**config.mk**
```make
export PLATFORM = sky130hd
export DESIGN_NAME = cas_recorder
export DESIGN_NICKNAME = d
export VERILOG_FILES = /design/src/rtl/cas_recorder.sv
export SDC_FILE = /design/constraint.sdc
export NUM_CORES = 1
export LEC_CHECK = 0
export ABC_AREA = 1
export CAP_MARGIN = 20
export CELL_PAD_IN_SITES_DETAIL_PLACEMENT = 2
export CELL_PAD_IN_SITES_GLOBAL_PLACEMENT = 2
export CORE_ASPECT_RATIO = 1.25
export CORE_UTILIZATION = 32
export DETAILED_ROUTE_END_ITERATION = 6
export HOLD_SLACK_MARGIN = 0.1
export PLACE_DENSITY = 0.8
export SYNTH_ARGS = -nofsm -noshare
export SYNTH_HDL_FRONTEND = slang
export SYNTH_SLANG_ARGS = --single-unit
```
**constraint.sdc**
```tcl
create_clock -name clk -period 2.7 [get_ports clk]
set_clock_uncertainty 0.05 [all_clocks]
set_input_delay 0.54 -clock clk [delete_from_list [all_inputs] [get_ports clk]]
set_output_delay 0.54 -clock clk [all_outputs]
set_load 0.03 [all_outputs]
```
**src/rtl/cas_recorder.sv**
```systemverilog
`timescale 1ns/1ps
// -----------------------------------------------------------------------------
// cas_recorder
//
// Write side of the cassette tape path. While the motor relay is on, the CoCo
// 6-bit sound DAC is squared up by a hysteresis comparator. The time between
// rising crossings is measured and classed as a bit: a short cycle (2400 Hz)
// is a 1, a long cycle (1200 Hz) is a 0, LSB first. Bits are framed into bytes
// once the 0x55 leader is seen, and each byte is written into the tape SRAM as
// a raw CAS stream.
//
// Optional build macro:
//   CAS_REC_GLITCH_FILTER_EN  the comparator must hold a new value for
//                             FILTER_LEN clocks before the level follows.
//                             This adds FILTER_LEN clocks of write latency.
//
// Ports:
//   clk       in   system clock (50 MHz)
//   reset_n   in   asynchronous active-low reset
//   arm       in   one-clock pulse, start a new recording
//   relay     in   cassette motor relay, 1 = on
//   sound     in   [5:0] DAC level, synchronous to clk
//   ram_addr  out  [15:0] SRAM write address
//   ram_data  out  [7:0]  SRAM write data
//   ram_wr    out  one-clock SRAM write strobe
//   length    out  [16:0] bytes written since arm (0..DEPTH)
//   locked    out  byte framing is locked
//   full      out  SRAM exhausted
//
// DEPTH is the SRAM size in bytes; the tape SRAM is 64 KiB.
// -----------------------------------------------------------------------------
module cas_recorder #(
  parameter int         P_MIN      = 10417,
  parameter int         P_SPLIT    = 31250,
  parameter int         P_MAX      = 62500,
  parameter logic [5:0] LVL_HI     = 6'd36,
  parameter logic [5:0] LVL_LO     = 6'd28,
  parameter int         FILTER_LEN = 16,
  parameter int         DEPTH      = 65536
) (
  input  logic        clk,
  input  logic        reset_n,
  input  logic        arm,
  input  logic        relay,
  input  logic [5:0]  sound,
  output logic [15:0] ram_addr,
  output logic [7:0]  ram_data,
  output logic        ram_wr,
  output logic [16:0] length,
  output logic        locked,
  output logic        full
);

  localparam int            CW        = $clog2(P_MAX + 2);
  localparam logic [CW-1:0] C_MIN     = CW'(P_MIN);
  localparam logic [CW-1:0] C_SPLIT   = CW'(P_SPLIT);
  localparam logic [CW-1:0] C_SAT     = CW'(P_MAX + 1);
  localparam logic [15:0]   ADDR_LAST = 16'(DEPTH - 1);
  localparam logic [16:0]   LEN_FULL  = 17'(DEPTH);

  // Catch nonsensical parameter sets at elaboration.
  if (P_MIN < 1 || P_MIN >= P_SPLIT || P_SPLIT > P_MAX || FILTER_LEN < 1 ||
      DEPTH < 2 || DEPTH > 65536 || LVL_LO >= LVL_HI) begin : g_bad_cfg
    $error("cas_recorder: inconsistent parameter set");
  end

  typedef enum logic [1:0] {
    S_IDLE   = 2'd0,
    S_HUNT   = 2'd1,
    S_LOCKED = 2'd2
  } state_e;

  // ---------------------------------------------------------------------------
  // Comparator (level_q is the squared-up tape signal)
  // ---------------------------------------------------------------------------
  logic level_q, level_d;
  logic level_dly_q, level_dly_d;

`ifdef CAS_REC_GLITCH_FILTER_EN
  localparam int            FW    = $clog2(FILTER_LEN + 1);
  localparam logic [FW-1:0] F_TOP = FW'(FILTER_LEN - 1);

  logic          cmp_q, cmp_d;
  logic [FW-1:0] flt_q, flt_d;

  // cmp_q is the raw hysteresis comparator; level_q only follows it after it
  // has disagreed with level_q for FILTER_LEN consecutive clocks.
  always_comb begin
    cmp_d = cmp_q;
    if (sound >= LVL_HI)      cmp_d = 1'b1;
    else if (sound <= LVL_LO) cmp_d = 1'b0;

    level_d = level_q;
    flt_d   = '0;
    if (cmp_q != level_q) begin
      if (flt_q == F_TOP) level_d = cmp_q;
      else                flt_d   = flt_q + 1'b1;
    end
  end

  always_ff @(posedge clk or negedge reset_n) begin
    if (!reset_n) begin
      cmp_q <= 1'b0;
      flt_q <= '0;
    end else begin
      cmp_q <= cmp_d;
      flt_q <= flt_d;
    end
  end
`else
  // Between the two thresholds the level holds its previous value.
  always_comb begin
    level_d = level_q;
    if (sound >= LVL_HI)      level_d = 1'b1;
    else if (sound <= LVL_LO) level_d = 1'b0;
  end
`endif

  assign level_dly_d = level_q;

  logic rise;
  assign rise = level_q & ~level_dly_q;

  // ---------------------------------------------------------------------------
  // Period counter and bit classification (stage 1)
  // ---------------------------------------------------------------------------
  logic [CW-1:0] cnt_q, cnt_d;
  logic          bit_vld_q, bit_vld_d;
  logic          bit_val_q, bit_val_d;
  logic          sil_evt;

  always_comb begin
    cnt_d     = (cnt_q == C_SAT) ? cnt_q : cnt_q + 1'b1;
    bit_vld_d = 1'b0;
    bit_val_d = bit_val_q;
    if (rise) begin
      if (cnt_q == C_SAT) begin
        // First edge after silence only starts timing.
        cnt_d = '0;
      end else if (cnt_q >= C_MIN) begin
        cnt_d     = '0;
        bit_vld_d = 1'b1;
        bit_val_d = (cnt_q < C_SPLIT);
      end
      // Too-short cycles are noise: the counter keeps running.
    end
  end

  // One-shot: only the step onto the saturation value counts as silence.
  assign sil_evt = (cnt_d == C_SAT) && (cnt_q != C_SAT);

  // ---------------------------------------------------------------------------
  // Framing FSM and shift register (stage 2)
  // ---------------------------------------------------------------------------
  state_e      state_q, state_d;
  logic [7:0]  sr_q, sr_d;
  logic [2:0]  bcnt_q, bcnt_d;
  logic [7:0]  sr_shift;
  logic        wr_req;

  assign sr_shift = {bit_val_q, sr_q[7:1]};

  always_comb begin
    state_d = state_q;
    sr_d    = sr_q;
    bcnt_d  = bcnt_q;
    wr_req  = 1'b0;

    unique case (state_q)
      S_IDLE: begin
        if (relay) state_d = S_HUNT;
      end
      S_HUNT: begin
        if (!relay) begin
          state_d = S_IDLE;
          sr_d    = '0;
          bcnt_d  = '0;
        end else if (bit_vld_q) begin
          sr_d = sr_shift;
          if (sr_shift == 8'h55) begin
            wr_req  = 1'b1;
            bcnt_d  = '0;
            state_d = S_LOCKED;
          end
        end
      end
      S_LOCKED: begin
        if (!relay) begin
          state_d = S_IDLE;
          sr_d    = '0;
          bcnt_d  = '0;
        end else if (sil_evt) begin
          // Partial byte is dropped; hunt for a fresh leader.
          state_d = S_HUNT;
          sr_d    = '0;
          bcnt_d  = '0;
        end else if (bit_vld_q) begin
          sr_d = sr_shift;
          if (bcnt_q == 3'd7) begin
            wr_req = 1'b1;
            bcnt_d = '0;
          end else begin
            bcnt_d = bcnt_q + 1'b1;
          end
        end
      end
      default: begin
        state_d = S_IDLE;
        sr_d    = '0;
        bcnt_d  = '0;
      end
    endcase

    if (arm) begin
      state_d = relay ? S_HUNT : S_IDLE;
      sr_d    = '0;
      bcnt_d  = '0;
    end
  end

  // ---------------------------------------------------------------------------
  // SRAM write port
  // ---------------------------------------------------------------------------
  logic [15:0] addr_q, addr_d;
  logic [16:0] length_q, length_d;
  logic        ram_wr_q, ram_wr_d;
  logic [7:0]  ram_data_q, ram_data_d;

  always_comb begin
    length_d = length_q;
    addr_d   = addr_q;
    // Address and length advance the cycle after the strobe; the address
    // parks on the last location instead of wrapping.
    if (ram_wr_q) begin
      length_d = length_q + 1'b1;
      if (addr_q != ADDR_LAST) addr_d = addr_q + 1'b1;
    end
    if (arm) begin
      length_d = '0;
      addr_d   = '0;
    end

    // length_d already includes a strobe still in flight, so a byte that
    // would overflow the SRAM never reaches the bus.
    ram_wr_d   = wr_req && !arm && (length_d != LEN_FULL);
    ram_data_d = ram_wr_d ? sr_shift : ram_data_q;
  end

  // ---------------------------------------------------------------------------
  // State registers
  // ---------------------------------------------------------------------------
  always_ff @(posedge clk or negedge reset_n) begin
    if (!reset_n) begin
      level_q     <= 1'b0;
      level_dly_q <= 1'b0;
      cnt_q       <= '0;
      bit_vld_q   <= 1'b0;
      bit_val_q   <= 1'b0;
      state_q     <= S_IDLE;
      sr_q        <= '0;
      bcnt_q      <= '0;
      addr_q      <= '0;
      length_q    <= '0;
      ram_wr_q    <= 1'b0;
      ram_data_q  <= '0;
    end else begin
      level_q     <= level_d;
      level_dly_q <= level_dly_d;
      cnt_q       <= cnt_d;
      bit_vld_q   <= bit_vld_d;
      bit_val_q   <= bit_val_d;
      state_q     <= state_d;
      sr_q        <= sr_d;
      bcnt_q      <= bcnt_d;
      addr_q      <= addr_d;
      length_q    <= length_d;
      ram_wr_q    <= ram_wr_d;
      ram_data_q  <= ram_data_d;
    end
  end

  assign ram_addr = addr_q;
  assign ram_data = ram_data_q;
  assign ram_wr   = ram_wr_q;
  assign length   = length_q;
  assign locked   = (state_q == S_LOCKED);
  assign full     = (length_q == LEN_FULL);

endmodule
```
# --- Yosys cells after proc, flatten, opt, wreduce, memory -nomap -nowiden ---
# Cells that the tools add are included.
totals:
  reg_bits: 75
  latch_bits: 0
  ramBits: 0
  mem_bits_ro: 0
  input_bits: 10
  out_inout_bits: 44
  memories: 0
op_classes:
  add_sub_neg: 4
  multipliers: 0
  div: 0
  n_lt_le_gt_ge: 4
  eq_ne: 16
  shifts: 0
  mux: 46
  bitwise: 3
  n_reduce_logical: 12
ops:
  columns: ["op", "n"]
  rows:
  - ["16-bit two-way mux", 7]
  - ["8-bit two-way mux", 5]
  - ["17-bit two-way mux", 2]
  - ["16-bit by 1-bit adder with 16-bit output, second input constant", 2]
  - ["16-bit equality test, second input constant", 2]
  - ["16-bit != test, second input constant", 2]
  - ["3-bit two-way mux", 8]
  - ["8-bit case mux with 3 select lines", 1]
  - ["17-bit by 1-bit adder with 17-bit output, second input constant", 1]
  - ["17-bit equality test, second input constant", 1]
  - ["17-bit != test, second input constant", 1]
  - ["16-bit by 14-bit greater-or-equal comparator with 1-bit output, second input constant", 1]
  - ["16-bit by 15-bit less-than comparator with 1-bit output, second input constant", 1]
  - ["2-bit two-way mux", 7]
  - ["1-bit two-way mux", 13]
  - ["3-bit case mux with 3 select lines", 1]
  - ["8-bit by 7-bit equality test with 1-bit output, second input constant", 1]
  - ["4-bit != test, second input constant", 2]
  - ["4-bit AND reduction", 2]
  - ["6-bit greater-or-equal comparator, second input constant", 1]
  - ["6-bit by 5-bit less-or-equal comparator with 1-bit output, second input constant", 1]
  - ["2-bit case mux with 3 select lines", 1]
  - ["2-bit nonzero test", 3]
  - ["5-bit by 3-bit != test with 1-bit output, second input constant", 1]
  - ["other kinds (15)", 18]

# --- Depth between registers and ports, before layout ---
# Gate-level depths: netlist of the first run.
depth:
  ltp_word: 12
  ltp_mapped: 20
  depth_no_buf: 19

# --- Least setup slack after synthesis of the first run ---
# Ideal clock, no wire load.
synth_path:
  path_type: "reg2out"
  startpoint: "register length_q[1], in the netlist length[1]"
  endpoint: "output port full"
  arrival_ns: 1.853
  t_required_ns: 2.110
  slack_ns: 0.257
  stages_incl_launch_ff: 5
  path_buffers: 0
  path_cell_list: "dfrtp_1 > inv_1 > ha_1 > nand4_1 > nor4_1"
synth_between:
  elab_chain_len: 1
synth_lines:
  columns: ["item", "line", "rtl"]
  rows:
  - ["start, declared", "225", "logic [16:0] length_q, length_d;"]
  - ["start signal, assigned", "276", "length_q <= length_d;"]
  - ["17-bit equality test", "287", "assign full = (length_q == LEN_FULL);"]
  - ["end, declared", "51", "output logic full"]
# Every way passes these cells.

# --- Worst setup path in the final report of the first run ---
layout_path:
  startpoint: "register cnt_q[1]"
  endpoint: "register sr_q[1]"
layout_between:
  elab_chain_len: 11
layout_lines:
  columns: ["item", "line", "rtl"]
  rows:
  - ["start, declared", "127", "logic [CW-1:0] cnt_q, cnt_d;"]
  - ["start signal, assigned", "269", "cnt_q <= cnt_d;"]
  - ["16-bit by 1-bit adder with 16-bit output / 16-bit equality test (equally long branches)", "133, 137", null]
  - ["16-bit two-way mux", "133", "cnt_d = (cnt_q == C_SAT) ? cnt_q : cnt_q + 1'b1;"]
  - ["16-bit two-way mux", "140", "end else if (cnt_q >= C_MIN) begin"]
  - ["16-bit two-way mux", "137", "if (cnt_q == C_SAT) begin"]
  - ["16-bit two-way mux", "136", "if (rise) begin"]
  - ["16-bit equality test", "150", "assign sil_evt = (cnt_d == C_SAT) && (cnt_q != C_SAT);"]
  - ["1-bit logical AND *", "150", null]
  - ["8-bit two-way mux *", "192", "end else if (sil_evt) begin"]
  - ["8-bit two-way mux *", "188", "if (!relay) begin"]
  - ["8-bit case mux with 3 select lines *", "169", "unique case (state_q)"]
  - ["8-bit two-way mux *", "214", "if (arm) begin"]
  - ["end signal, assigned", "273", "sr_q <= sr_d;"]
  - ["end, declared", "156", "logic [7:0] sr_q, sr_d;"]
# Every way passes the cells marked *; elsewhere a longest branch is shown, timed or not.
# A chain may end at the register's enable or synchronous reset.

==> results of run 1 <==
[logic make-up (layout without fill, tap and decap cells)]
kind of cell / count (synthesis) / count (layout) / share of synthesized area (%)
flops: 74 / 74 / 40.0
compound gates: 62 / 62 / 7.44
xor+xnor: 9 / 9 / 1.70
buf+inv: 118 / 197 / 9.82
fa+ha+maj: 12 / 12 / 3.25
simple gates: 377 / 377 / 37.7
[cells in the final DEF, fill, tap and decap left out, drive strengths merged, types with 16 or more instances in the layout]
cell	Yosys	final
nand3	73	73
buf	2	16
dfrtp	74	74
nor2	88	88
clkdlybuf4s50	0	51
inv	111	111
nand2	172	172
nand4	20	20
a21oi	18	18
o21ai	34	34
[sequential cells by signal (all words and copies together) (netlist names)]
register	count
bit_val_q	1
level_dly_d	1
ram_addr	16
bcnt_q	3
sr_q	7
ram_data	8
state_q	2
length	17
level_dly_q	1
ram_wr	1
cnt_q	16
bit_vld_q	1
[power by group through the flow]
stage	Sequential (uW)	Combinational, uW	Clock [uW]
CTS	1140	273	1330
floorplan	1150	156	0
global route	1140	305	1370
global placement	1160	250	0
finish	1140	273	1310
detailed placement	1160	268	0
[what timing repair did]
item | 4_1_cts | 5_1_grt
buffers inserted | 0 | 2
hold buffers | 1 | 0
hold endpoints to repair | 25 | 0
pin swaps | 0 | 1
setup endpoints to repair | 9 | 19
gates resized for setup | 2 | 9
[worst max path at each step]
stage          depth (start not counted)         to  slack, ps
6_report                              13    sr_q[1]        110
5_1_grt                               13    sr_q[1]        0.1
4_1_cts                               15    sr_q[1]         30
3_5_place_dp                          14  bcnt_q[0]        -30
3_3_place_gp                          14  bcnt_q[1]        200
2_1_floorplan                          4       full        260
[layout make-up]
type	count	area (um^2)
Clock inverter	4	48.8
Tap cell	175	219
Sequential cell	74	1850
Inverter	112	420
Fill cell	1642	8110
Multi-Input combinational cell	460	2350
Timing Repair Buffer	69	662
Clock buffer	12	267
[stage by stage]
step,worst slack (ps),util (%),hold slack [ps]
finish,112,41.8,384
detailed placement,-34.1,39.1,379
global route,0.130,41.8,410
floorplan,257,-,194
global placement,198,39.1,376
CTS,32.3,41.5,389
[metal layers]
metal | wire length, um | vias up
li1 | - | 2218
met1 | 6660 | 2369
met4 | 553 | 0
met3 | 292 | 35
met2 | 9210 | 72
met5 | 0 | -
==> flow_summary_export.csv, run 1 <==
group,metric,value,unit
setup_path,path_cells,"ha_2 > nand3_2 > nor2_4 > nand3_1 > xor2_2 > buf_4 > nand3b_4 > nor2_2 > nand3_2 > nand2_1 > nand2_2 > nand3_1 > o21ai_1",
global_route,grt_use_met2,46.5,%
logic_synthesis,synth_edf_count,0,
power,ir_drop,244,uV
setup_path,crit-reg2reg-launch,"cnt_q[1]",
sta,hold_viol,0,
setup_path,crit_buf_inv,1,
power,combPwrFrac,10.1,%
logic_synthesis,synth_seq_cells,74,
setup_path,critPathLaunchType,"register",
min_path,whs_path_depth,0,
setup_path,max_stage_delay,400,ps
global_route,antenna_found_initial,0,
placed_design,place_congestion,0.823,
cells_and_area,area_growth,25.9,%
cells_and_area,nets,748,
cells_and_area,finalNonFillerCells,906,
detailed_routing,ant_nets,0,
global_route,overflow,0,
logic_synthesis,synth_common_cells,"nand2_1 (154), inv_1 (108), nor2_1 (76), dfrtp_1 (74), nand3_1 (69)",
status,status,"finished, final reports clean",
setup_path,slowest_stage,"dfrtp_1",
logic_synthesis,yosysSeqAreaShare,40.0,%
sta,worst_slew_pin_slew,695,ps
logic_synthesis,ys.flop_type,"dfrtp_1",
setup_path,worstSetupPathType,"reg -> reg",
run,maxCapViolCount,0,
placed_design,numPortBuffers,53,
sta,setup_viol_count_final,0,
global_route,grtUsageMet1,26.1,%
detailed_routing,vias_per_cell,5.18,
setup_path,critical_path.startpoint,"cnt_q[1]",
logic_synthesis,avgSynthCellArea,7.09,um^2
cells_and_area,design_area,5820,um^2
detailed_routing,drt-total-wl,16700,um
setup_path,cp.required,2880,ps
sta,maxSlewViolCount,0,
clock_tree,clock_path_buffers,2,
cells_and_area,antennaDiodeCount,0,
detailed_routing,via_count,4694,
power,seqPwrFrac,41.9,%
setup_path,arrival,2770,ps
global_route,busiest_layer,"met2",
min_path,worstHoldStart,"level_dly_d",
detailed_routing,drtPass1Iterations,4,
detailed_routing,drc,0,
floorplan,die_x,110,um
min_path,worstHoldPathType,"reg -> reg",
sta,max_freq,386,MHz
logic_synthesis,ys_types,36,
global_route,grt_pass1_vias,5346,
clock_tree,clock-sinks,74,
detailed_routing,drt-initial-drc-count,119,
logic_synthesis,ys_warn_count,0,
sta,rsz0062_at_grt,"false",
power,power_density,467,nW/um^2
floorplan,die_area,14900,um^2
setup_path,cpLargestDelayFamily,"simple AND/OR/NAND/NOR gates",
clock_tree,path_clk_slew,60,ps
global_route,grt_use_total,24.3,%
setup_path,reg2reg_depth,13,
clock_tree,clk_latency,350,ps
sta,fin_crit,2590,ps
clock_tree,cts_tree,"built",
clock_tree,cts.htree.levels,3,
logic_synthesis,yosysTopAreaCell,"dfrtp_1",
power,p_clk_share,48.1,%
placed_design,dpl-instance-area,5450,um^2
global_route,grt_max_degree,50,
power,power,2720,uW
detailed_routing,wl_per_cell,18.4,um
logic_synthesis,syn-num-nets,674,
power,swShare,26.8,%
power,total_leakage_power,0.00284,uW
cells_and_area,drive_gt1_share,11.2,%
logic_synthesis,synth.most_common_cell,"nand2_1",
logic_synthesis,ys_async_sr_fraction,100,%
logic_synthesis,yosys.area.top_type_share,40.0,%
power,power.internal,1990,uW
global_route,groute.layer.met3.usage,2.54,%
sta,relSlewSlack,53.5,%
sta,fin_crit_sh,95.8,%
global_route,grt_pass1_wl,27300,um
clock_tree,numCtsBuffers,9,
logic_synthesis,syn_inst,652,
clock_tree,cts-root-buf,"clkbuf_16",
setup_path,end_kind,"register",
power,switchingPower,730,uW
setup_path,reg2reg_slack,110,ps
floorplan,rows,48,
placed_design,dp_hpwl,12700,um
logic_synthesis,synthesis.area,4620,um^2
floorplan,die-height,136,um
logic_synthesis,ys_top_cells_by_area,"dfrtp_1 (40%), nand2_1 (13%), inv_1 (8.8%), nand3_1 (7.5%), nor2_1 (6.2%)",
floorplan,core_area,13900,um^2
placed_design,dp.cells,887,
min_path,hold_end,"level_dly_q",
sta,fin_setup_tns,0,ps
floorplan,start_util,33.2,%
setup_path,timing.rr.end,"sr_q[1]",
floorplan,ios,54,
setup_path,crit_fanout,7,
(Power assumes the default switching activity.)
==> run 2: changes to the inputs <==
Settings changed: CAP_MARGIN 20 to unset.
==> results of run 2 <==
The final DEF is identical to that of run 1; final timing and power are the same.
